--- config.mk ---
export PLATFORM = sky130hd
export DESIGN_NAME = conv_pool_engine
export DESIGN_NICKNAME = d
export VERILOG_FILES = /design/src/rtl/conv_pool_engine.sv
export SDC_FILE = /design/constraint.sdc
export NUM_CORES = 1
export LEC_CHECK = 0
export CORE_MARGIN = 1.5
export CORE_UTILIZATION = 46
export CTS_CLUSTER_DIAMETER = 30
export DETAILED_ROUTE_END_ITERATION = 10
export GPL_TIMING_DRIVEN = 0
export PLACE_DENSITY = 0.65
export RECOVER_POWER = 50
export SYNTH_ARGS = -nofsm -noshare
export SYNTH_HDL_FRONTEND = slang
export SYNTH_SLANG_ARGS = --single-unit
--- constraint.sdc ---
create_clock -name clk -period 9.6 [get_ports clk]
set_clock_uncertainty 0.1 [all_clocks]
set_input_delay 1.92 -clock clk [delete_from_list [all_inputs] [get_ports clk]]
set_output_delay 1.92 -clock clk [all_outputs]
set_load 0.05 [all_outputs]
--- src/rtl/conv_pool_engine.sv ---
// conv_pool_engine
//
// Reads a square 2^IMG_LOG2 x 2^IMG_LOG2 grayscale image from the image ROM.
// For each of NUM_K kernels it computes a zero-padded 3x3 convolution with
// bias, round-half-up, ReLU and positive saturation. Each result map is
// written to its own layer-0 bank. When POOL_EN is set, the engine then
// reads that map back and writes a 2x2 / stride-2 max-pooled layer-1 map.
//
// Ports
//   clk, reset        clock, asynchronous active-high reset
//   ready             job request, sampled only while idle
//   busy              high from job acceptance until the last write is done
//   iaddr / idata     image ROM address (row*N+col) and returned pixel
//   cwr               layer-memory write strobe, one cycle per word
//   caddr_wr          layer-memory write address
//   cdata_wr          layer-memory write data
//   crd               layer-memory read strobe
//   caddr_rd          layer-memory read address
//   cdata_rd          layer-memory read data
//   csel              bank select: 1+k layer-0, 3+k layer-1, 0 none
module conv_pool_engine #(
  parameter int IMG_LOG2 = 6,
  parameter int DW       = 20,
  parameter int FRAC     = 16,
  parameter int NUM_K    = 2,
  parameter int POOL_EN  = 1,
  parameter logic [NUM_K*9*DW-1:0] KERNELS = '0,
  parameter logic [NUM_K*DW-1:0]   BIASES  = '0
) (
  input  logic                    clk,
  input  logic                    reset,
  output logic                    busy,
  input  logic                    ready,
  output logic [2*IMG_LOG2-1:0]   iaddr,
  input  logic [DW-1:0]           idata,
  output logic                    cwr,
  output logic [2*IMG_LOG2-1:0]   caddr_wr,
  output logic [DW-1:0]           cdata_wr,
  output logic                    crd,
  output logic [2*IMG_LOG2-1:0]   caddr_rd,
  input  logic [DW-1:0]           cdata_rd,
  output logic [2:0]              csel
);

  localparam int AW    = 2 * IMG_LOG2;
  localparam int PW    = AW - 2;
  localparam int ACC_W = 2 * DW + 4;

  localparam logic signed [ACC_W-1:0] HALF    = ACC_W'(1) <<< (FRAC - 1);
  localparam logic signed [ACC_W-1:0] MAX_POS = (ACC_W'(1) <<< (DW - 1)) - ACC_W'(1);
  localparam logic [DW-1:0]           MAX_OUT = {1'b0, {(DW-1){1'b1}}};

  typedef enum logic [2:0] {IDLE, FETCH, CWR, PRD, PWR, DONE} state_t;

  state_t                    state;
  logic                      k;
  logic [AW-1:0]             pix;
  logic [3:0]                tap;
  logic signed [ACC_W-1:0]   acc;
  logic [PW-1:0]             pidx;
  logic [1:0]                sub;
  logic signed [DW-1:0]      pool_max;

  logic [IMG_LOG2-1:0]       row;
  logic [IMG_LOG2-1:0]       col;
  logic [AW-1:0]             pix_inc;
  logic [AW:0]               cur_tap;
  logic [AW:0]               next_tap;
  logic [AW:0]               next_pix_tap0;
  logic signed [DW-1:0]      w_cur;
  logic signed [DW-1:0]      bias_cur;
  logic signed [2*DW-1:0]    prod;
  logic signed [ACC_W-1:0]   term;
  logic signed [ACC_W-1:0]   acc_next;
  logic signed [ACC_W-1:0]   sum;
  logic signed [ACC_W-1:0]   scaled;
  logic [DW-1:0]             conv_result;
  logic signed [DW-1:0]      max_next;
  logic                      last_k;
  logic [2:0]                conv_bank;
  logic [2:0]                pool_bank;

  // Neighbour address for tap t of pixel (r,c); MSB flags "inside the image".
  function automatic logic [AW:0] tap_addr(input logic [IMG_LOG2-1:0] r,
                                           input logic [IMG_LOG2-1:0] c,
                                           input logic [3:0]          t);
    logic                ok;
    logic [IMG_LOG2-1:0] rr;
    logic [IMG_LOG2-1:0] cc;
    ok = 1'b1;
    rr = r;
    cc = c;
    case (t)
      4'd0, 4'd1, 4'd2: begin ok = ok & (r != '0); rr = r - IMG_LOG2'(1); end
      4'd6, 4'd7, 4'd8: begin ok = ok & (r != '1); rr = r + IMG_LOG2'(1); end
      default: ;
    endcase
    case (t)
      4'd0, 4'd3, 4'd6: begin ok = ok & (c != '0); cc = c - IMG_LOG2'(1); end
      4'd2, 4'd5, 4'd8: begin ok = ok & (c != '1); cc = c + IMG_LOG2'(1); end
      default: ;
    endcase
    return {ok, rr, cc};
  endfunction

  // Layer-0 address of sub-position s = {a,b} inside pooling window p = {i,j}.
  // Concatenating {i,a} and {j,b} gives row 2i+a and column 2j+b.
  function automatic logic [AW-1:0] pool_addr(input logic [PW-1:0] p,
                                               input logic [1:0]    s);
    return {p[PW-1:IMG_LOG2-1], s[1], p[IMG_LOG2-2:0], s[0]};
  endfunction

  assign row       = pix[AW-1:IMG_LOG2];
  assign col       = pix[IMG_LOG2-1:0];
  assign last_k    = (int'(k) == NUM_K - 1);
  assign conv_bank = 3'd1 + {2'b00, k};
  assign pool_bank = 3'd3 + {2'b00, k};

  // Datapath: MAC of the current tap, the post-processing applied on tap 8,
  // and the running maximum of the pooling window.
  always_comb begin
    pix_inc       = pix + AW'(1);
    cur_tap       = tap_addr(row, col, tap);
    next_tap      = tap_addr(row, col, tap + 4'd1);
    next_pix_tap0 = tap_addr(pix_inc[AW-1:IMG_LOG2], pix_inc[IMG_LOG2-1:0], 4'd0);

    w_cur    = KERNELS[(int'(k) * 9 + int'(tap)) * DW +: DW];
    bias_cur = BIASES[int'(k) * DW +: DW];
    prod     = $signed(idata) * w_cur;

    // Out-of-range neighbours contribute nothing (zero padding).
    term = '0;
    if (cur_tap[AW]) term = {{(ACC_W-2*DW){prod[2*DW-1]}}, prod};

    acc_next = term;
    if (tap != 4'd0) acc_next = acc + term;

    sum    = acc_next + ({{(ACC_W-DW){bias_cur[DW-1]}}, bias_cur} <<< FRAC) + HALF;
    scaled = sum >>> FRAC;

    conv_result = scaled[DW-1:0];
    if (scaled < 0)            conv_result = '0;
    else if (scaled > MAX_POS) conv_result = MAX_OUT;

    max_next = pool_max;
    if (sub == 2'd0 || $signed(cdata_rd) > pool_max) max_next = $signed(cdata_rd);
  end

  // Control FSM; every output is a register so strobes line up with the
  // address/data they qualify.
  always_ff @(posedge clk or posedge reset) begin
    if (reset) begin
      state    <= IDLE;
      busy     <= 1'b0;
      iaddr    <= '0;
      cwr      <= 1'b0;
      caddr_wr <= '0;
      cdata_wr <= '0;
      crd      <= 1'b0;
      caddr_rd <= '0;
      csel     <= '0;
      k        <= 1'b0;
      pix      <= '0;
      tap      <= '0;
      acc      <= '0;
      pidx     <= '0;
      sub      <= '0;
      pool_max <= '0;
    end else begin
      cwr <= 1'b0;
      crd <= 1'b0;
      case (state)
        IDLE: begin
          if (ready) begin
            busy  <= 1'b1;
            k     <= 1'b0;
            pix   <= '0;
            tap   <= '0;
            state <= FETCH;
          end
        end

        FETCH: begin
          acc <= acc_next;
          if (tap == 4'd8) begin
            cdata_wr <= conv_result;
            caddr_wr <= pix;
            csel     <= conv_bank;
            cwr      <= 1'b1;
            state    <= CWR;
          end else begin
            tap <= tap + 4'd1;
            // iaddr keeps its old value when the next neighbour is padding.
            if (next_tap[AW]) iaddr <= next_tap[AW-1:0];
          end
        end

        CWR: begin
          if (pix != '1) begin
            pix   <= pix_inc;
            tap   <= '0;
            state <= FETCH;
            if (next_pix_tap0[AW]) iaddr <= next_pix_tap0[AW-1:0];
          end else if (POOL_EN != 0) begin
            pidx     <= '0;
            sub      <= '0;
            crd      <= 1'b1;
            caddr_rd <= pool_addr('0, 2'd0);
            csel     <= conv_bank;
            state    <= PRD;
          end else if (!last_k) begin
            k     <= k + 1'b1;
            pix   <= '0;
            tap   <= '0;
            state <= FETCH;
          end else begin
            state <= DONE;
          end
        end

        PRD: begin
          pool_max <= max_next;
          if (sub == 2'd3) begin
            cdata_wr <= max_next;
            caddr_wr <= {2'b00, pidx};
            csel     <= pool_bank;
            cwr      <= 1'b1;
            state    <= PWR;
          end else begin
            sub      <= sub + 2'd1;
            crd      <= 1'b1;
            caddr_rd <= pool_addr(pidx, sub + 2'd1);
          end
        end

        PWR: begin
          if (pidx != '1) begin
            pidx     <= pidx + PW'(1);
            sub      <= '0;
            crd      <= 1'b1;
            caddr_rd <= pool_addr(pidx + PW'(1), 2'd0);
            csel     <= conv_bank;
            state    <= PRD;
          end else if (!last_k) begin
            k     <= k + 1'b1;
            pix   <= '0;
            tap   <= '0;
            state <= FETCH;
          end else begin
            state <= DONE;
          end
        end

        DONE: begin
          busy  <= 1'b0;
          state <= IDLE;
        end

        default: state <= IDLE;
      endcase
    end
  end

endmodule
[After elaboration in Yosys (flattened, before gate mapping)]
Index checks and enable logic that the tools add are counted.
Storage, ports and cells
  register bits: 158
  output and inout bits: 62
Operators by class
  add/subtract/negate cells: 17
  multipliers: 4
  order comparisons: 3
  eq/ne operators: 36
  shift operators: 2
  muxes and demuxes: 69
  bitwise operators: 5
  reduce and logical (&&, ||, !) cells: 37
Operators with widths (count)
  $shiftx A360 B12 Y20 const A: 1
  $mux W12: 13
  $mux W20: 5
  $add A44 B44 Y44: 2
  $mux W44: 2
  $pmux W12 S3: 2
  $pmux W12 S2: 2
  $add A44 B16 Y44 const B: 1
  $mul A20 B20 Y40: 1
  $pmux W20 S2: 1
  $shiftx A40 B7 Y20 const A: 1
  $gt A28 B20 Y1 const B: 1
  $lt A28 B1 Y1 const B: 1
  $mux W3: 9
  $eq A4 B3 Y1 const B: 6
  $ne A2 B2 Y1 const B: 12
  $pmux W6 S2: 2
  $reduce_bool A6 Y1: 4
  $reduce_or A3 Y1: 8
  $sub A6 B1 Y6 const B: 4
  $gt A20 B20 Y1: 1
  $mux W10: 2
  $mux W4: 5
  $pmux W10 S2: 1
  other kinds (43): 86

[Logic depth before layout (Yosys ltp)]
  depth in word-level cells: 15
  mapped depth: 18

[Worst setup path after synthesis]
OpenSTA, ideal clock, no wires.
  kind: input port to flip-flop
  start point: in cdata_rd[9]
  end point: reg cdata_wr[7]
  library setup time: 0.127 ns
  arrival: 4.573 ns
  required time: 9.373 ns
  slack: 4.800 ns
  cell stages on the path: 10
  path through: ha_1 > a211o_1 > o211ai_1 > a31oi_1 > or4_1 > o311a_1 > nor2_2 > buf_6 > mux2_2 > a221o_2
Between the ends
  cells in the longest elaborated chain, start to end: 5
Ends and longest elaborated chain
  start, declared: RTL line 41  | input logic [DW-1:0] cdata_rd,
  $gt A20 B20 Y1: RTL line 146  | if (sub == 2'd0 || $signed(cdata_rd) > pool_max) max_next = $signed(cdata_rd);
  $logic_or A1 B1 Y1: RTL line 146
  $mux W20: RTL line 146
  $mux W20: RTL line 223  | if (sub == 2'd3) begin
  $pmux W20 S2: RTL line 172  | case (state)
  end signal, assigned: RTL line 186  | cdata_wr <= conv_result;
  end signal, assigned: RTL line 224  | cdata_wr <= max_next;
  end, declared: RTL line 38  | output logic [DW-1:0] cdata_wr,
Every way passes these cells. The select of a mux whose other input is x is not followed.
A chain may end at the register's enable or synchronous reset.

[Final worst setup path]
  start point: in cdata_rd[9]
  end point: reg cdata_wr[16]
Same word-level chain as after synthesis.

==> flow_metrics.tcl <==
set metrics [dict create \
    max_freq_mhz 192.1 \
    run_status "finished with violations" \
    via_count 7229 \
    yosysTopAreaCell "dfrtp_1" \
    crit_fanout 10 \
    first_pass_iters 6 \
    slowest_stage "or4_1" \
    clk_pin_slew_ns 0.06 \
    routed_wl_um 22300 \
    required_ns 9.79 \
    gr-total-overflow 0 \
    area_growth_pct 20.37 \
    syn_avg_cell_area_um2 9.175 \
    die_h_um 140.4 \
    slowest_delay_ns 0.54 \
    synth_nets 1036 \
    yosysUniqueCellTypes 63 \
    final.min_clock_period_ns 5.205 \
    end_kind "flip-flop" \
    portBuffers 84 \
    synth_edf_count 0 \
    rows 50 \
    dp_hpwl_um 16220 \
    rsz0062_at_grt "false" \
    antenna_found_initial 0 \
    violations "max-capacitance violations, max-slew violations" \
    power-per-cell-area_nw_per_um2 127.2 \
    yosys-top-cells-area "dfrtp_1 41%, ha_1 6.5%, nand2_1 5.1%, mux2_2 5.1%, nor2_1 3.2%" \
    diodes 0 \
    ys_seq_area_frac 0.4123 \
    r2r_setup_slack_ns 4.75 \
    finalSetupTns_ns 0 \
    synth.cell_area_um2 8680 \
    via_per_inst 5.574 \
    cts_buffers 17 \
    clk_path_buf_depth 2 \
    worst_skew_pair.late_latency_ns 0.43 \
    fin_crit_sh 0.5422 \
    dieArea_um2 19700 \
    ir_drop_mv 0.1283 \
    gp_congestion 0.8861 \
    first_global_vias 6966 \
    io_pins 105 \
    ys_async_sr_fraction 1.000 \
    ctsRootBufferMaster "clkbuf_16" \
    die_w_um 140.4 \
    cts.sinks 143 \
    htree_num_levels 4 \
    post_drt_wl_per_cell_um 17.20 \
    postCtsHoldBufs 0 \
    ys_warn_count 0 \
    layout-drive-gt1-share 0.09313 \
    hold_slack_ns 0.3734 \
    initial_core_util 0.4671 \
    grt_max_degree 77 \
    p_leak_nw 4.411 \
    slew_headroom -1.152 \
    post_cts_buffers 0 \
    finalMaxSlewViolations 68 \
    grt_pass1_wl_um 36310 \
    worstSetupPathType "in -> reg" \
    track_usage 0.2328 \
    worstMarginPinSlew_ns 3.210 \
    crit_chain "clkdlybuf4s50_1 > ha_1 > a211o_1 > o211ai_1 > a31oi_1 > or4_1 > o311a_1 > nor2_2 > buf_6 > buf_4 > mux2i_1 > o221ai_1" \
    cts_resized 0 \
    worstPathArrival_ns 5.40 \
    crit_path_start_kind "primary input" \
    fin_nets 1140 \
    syn_inst 946 \
    ys_ff_latch 143 \
    coreArea_um2 18580 \
    synth_top_area_frac 0.4123 \
    hold_path.class "reg -> reg" \
    finalHoldViolCount 0 \
    max_cap_violations 1 \
    cts_tree "built" \
    synthFlopType "dfrtp_1" \
    finalSetupViolCount 0 \
    postRouteAntennaNets 0 \
    drt_iter0_drc 505 \
    route.detailed.drc 0 \
]
cells by family (layout without fill, tap and decap cells):
| group | after synthesis | count (layout) | synth area share |
|---|---|---|---|
| mux | 58 | 58 | 0.07251 |
| flops | 143 | 143 | 0.4123 |
| buf+inv | 100 | 217 | 0.04771 |
| compound gates | 202 | 202 | 0.1540 |
| simple gates | 343 | 343 | 0.1906 |
| xor+xnor | 53 | 53 | 0.05348 |
| fa+ha+maj | 47 | 47 | 0.06948 |
area by class of cell:
type	count	area, um2
fill	1711	8133
sequential	143	3578
timing repair buffer	85	868.3
clock inverter	14	166.4
buffer	53	237.7
tap	234	292.8
inverter	47	177.7
clock buffer	18	439.2
multi-input combinational	703	4687
report_power, final:
| group | total (mW) | internal, mW | switching [mW] |
|---|---|---|---|
| clock network | 0.686 | 0.415 | 0.271 |
| logic | 0.0398 | 0.0165 | 0.0234 |
| registers | 0.603 | 0.603 | 0 |
critical path: cells and delay by family:
family / cells / cell delay [ns]
compound gates: 5 / 1.04
mux: 1 / 0.29
simple gates: 2 / 0.87
fa+ha+maj: 1 / 0.34
buf+inv: 3 / 0.93
metal layers:
| layer | GRT usage | wire [um] | share of wire |
|---|---|---|---|
| met5 | 0 | 0 | 0 |
| met4 | 0.06814 | 350 | 0.016 |
| met3 | 0.03761 | 1066 | 0.048 |
| met2 | 0.3755 | 10280 | 0.46 |
| met1 | 0.3235 | 10600 | 0.48 |
cell usage after synthesis, types with 5 or more instances:
master and count:
a21o_1 6, a21oi_1 55, a221o_1 6, a2bb2oi_1 5, a31oi_1 16, and2_1 33
and3_1 8, buf_2 7, clkbuf_1 39, dfrtp_1 143, ha_1 45, inv_1 47
mux2_2 39, mux2i_1 19, nand2_1 119, nand2b_1 9, nand3_1 32, nand4_1 15
nor2_1 75, nor3_1 13, nor3b_1 6, nor4_1 10, o211ai_1 7, o21ai_0 55
o221ai_1 7, o22ai_1 5, o31ai_1 5, xnor2_1 29, xor2_1 24
cell usage in the layout (no fill, tap or decap), types with 16 or more instances in the layout:
cell type / n
clkdlybuf4s50_1: 82
xnor2_1: 29
and2_1: 18
nand3_1: 32
a31oi_1: 16
nor2_1: 75
xor2_1: 24
dfrtp_1: 143
clkbuf_16: 17
clkbuf_1: 41
mux2i_1: 19
ha_1: 45
mux2_2: 39
a21oi_1: 55
nand2_1: 119
inv_1: 46
o21ai_0: 55
state kept, by name, summed over array words and instances, names as in the netlist, 2 cells and up:
name and count:
acc 29, cdata_wr 20, pool_max 20, caddr_rd 12
caddr_wr 12, iaddr 12, pix 12, pidx 10
tap 4, csel 3, state 3, sub 2
worst paths after layout:
check,start,endpoint,cells after the start
worst max-delay path,cdata_rd[9],cdata_wr[16],12
worst min-delay path,cdata_wr[19],cdata_wr[19],2
worst max register to register,tap[0],cdata_wr[15],17
worst min register to register,cdata_wr[19],cdata_wr[19],2
max in group asynchronous,reset,cdata_wr[16],2
min in group asynchronous,reset,pool_max[0],2
stage by stage:
stage               total power [mW]  utilization  std cells  area [um2]  setup WS, ns
floorplan                     0.6341            -        946        8680         3.742
global placement              0.6529       0.5281       1264        9813         1.528
detailed placement            0.6548       0.5299       1265        9846         3.948
CTS                            1.335       0.5625       1297       10450         4.385
global route                   1.369       0.5623       1297       10450         4.198
finish                         1.329       0.5623       1297       10450         4.395
Power figures use the tool's default switching activity.
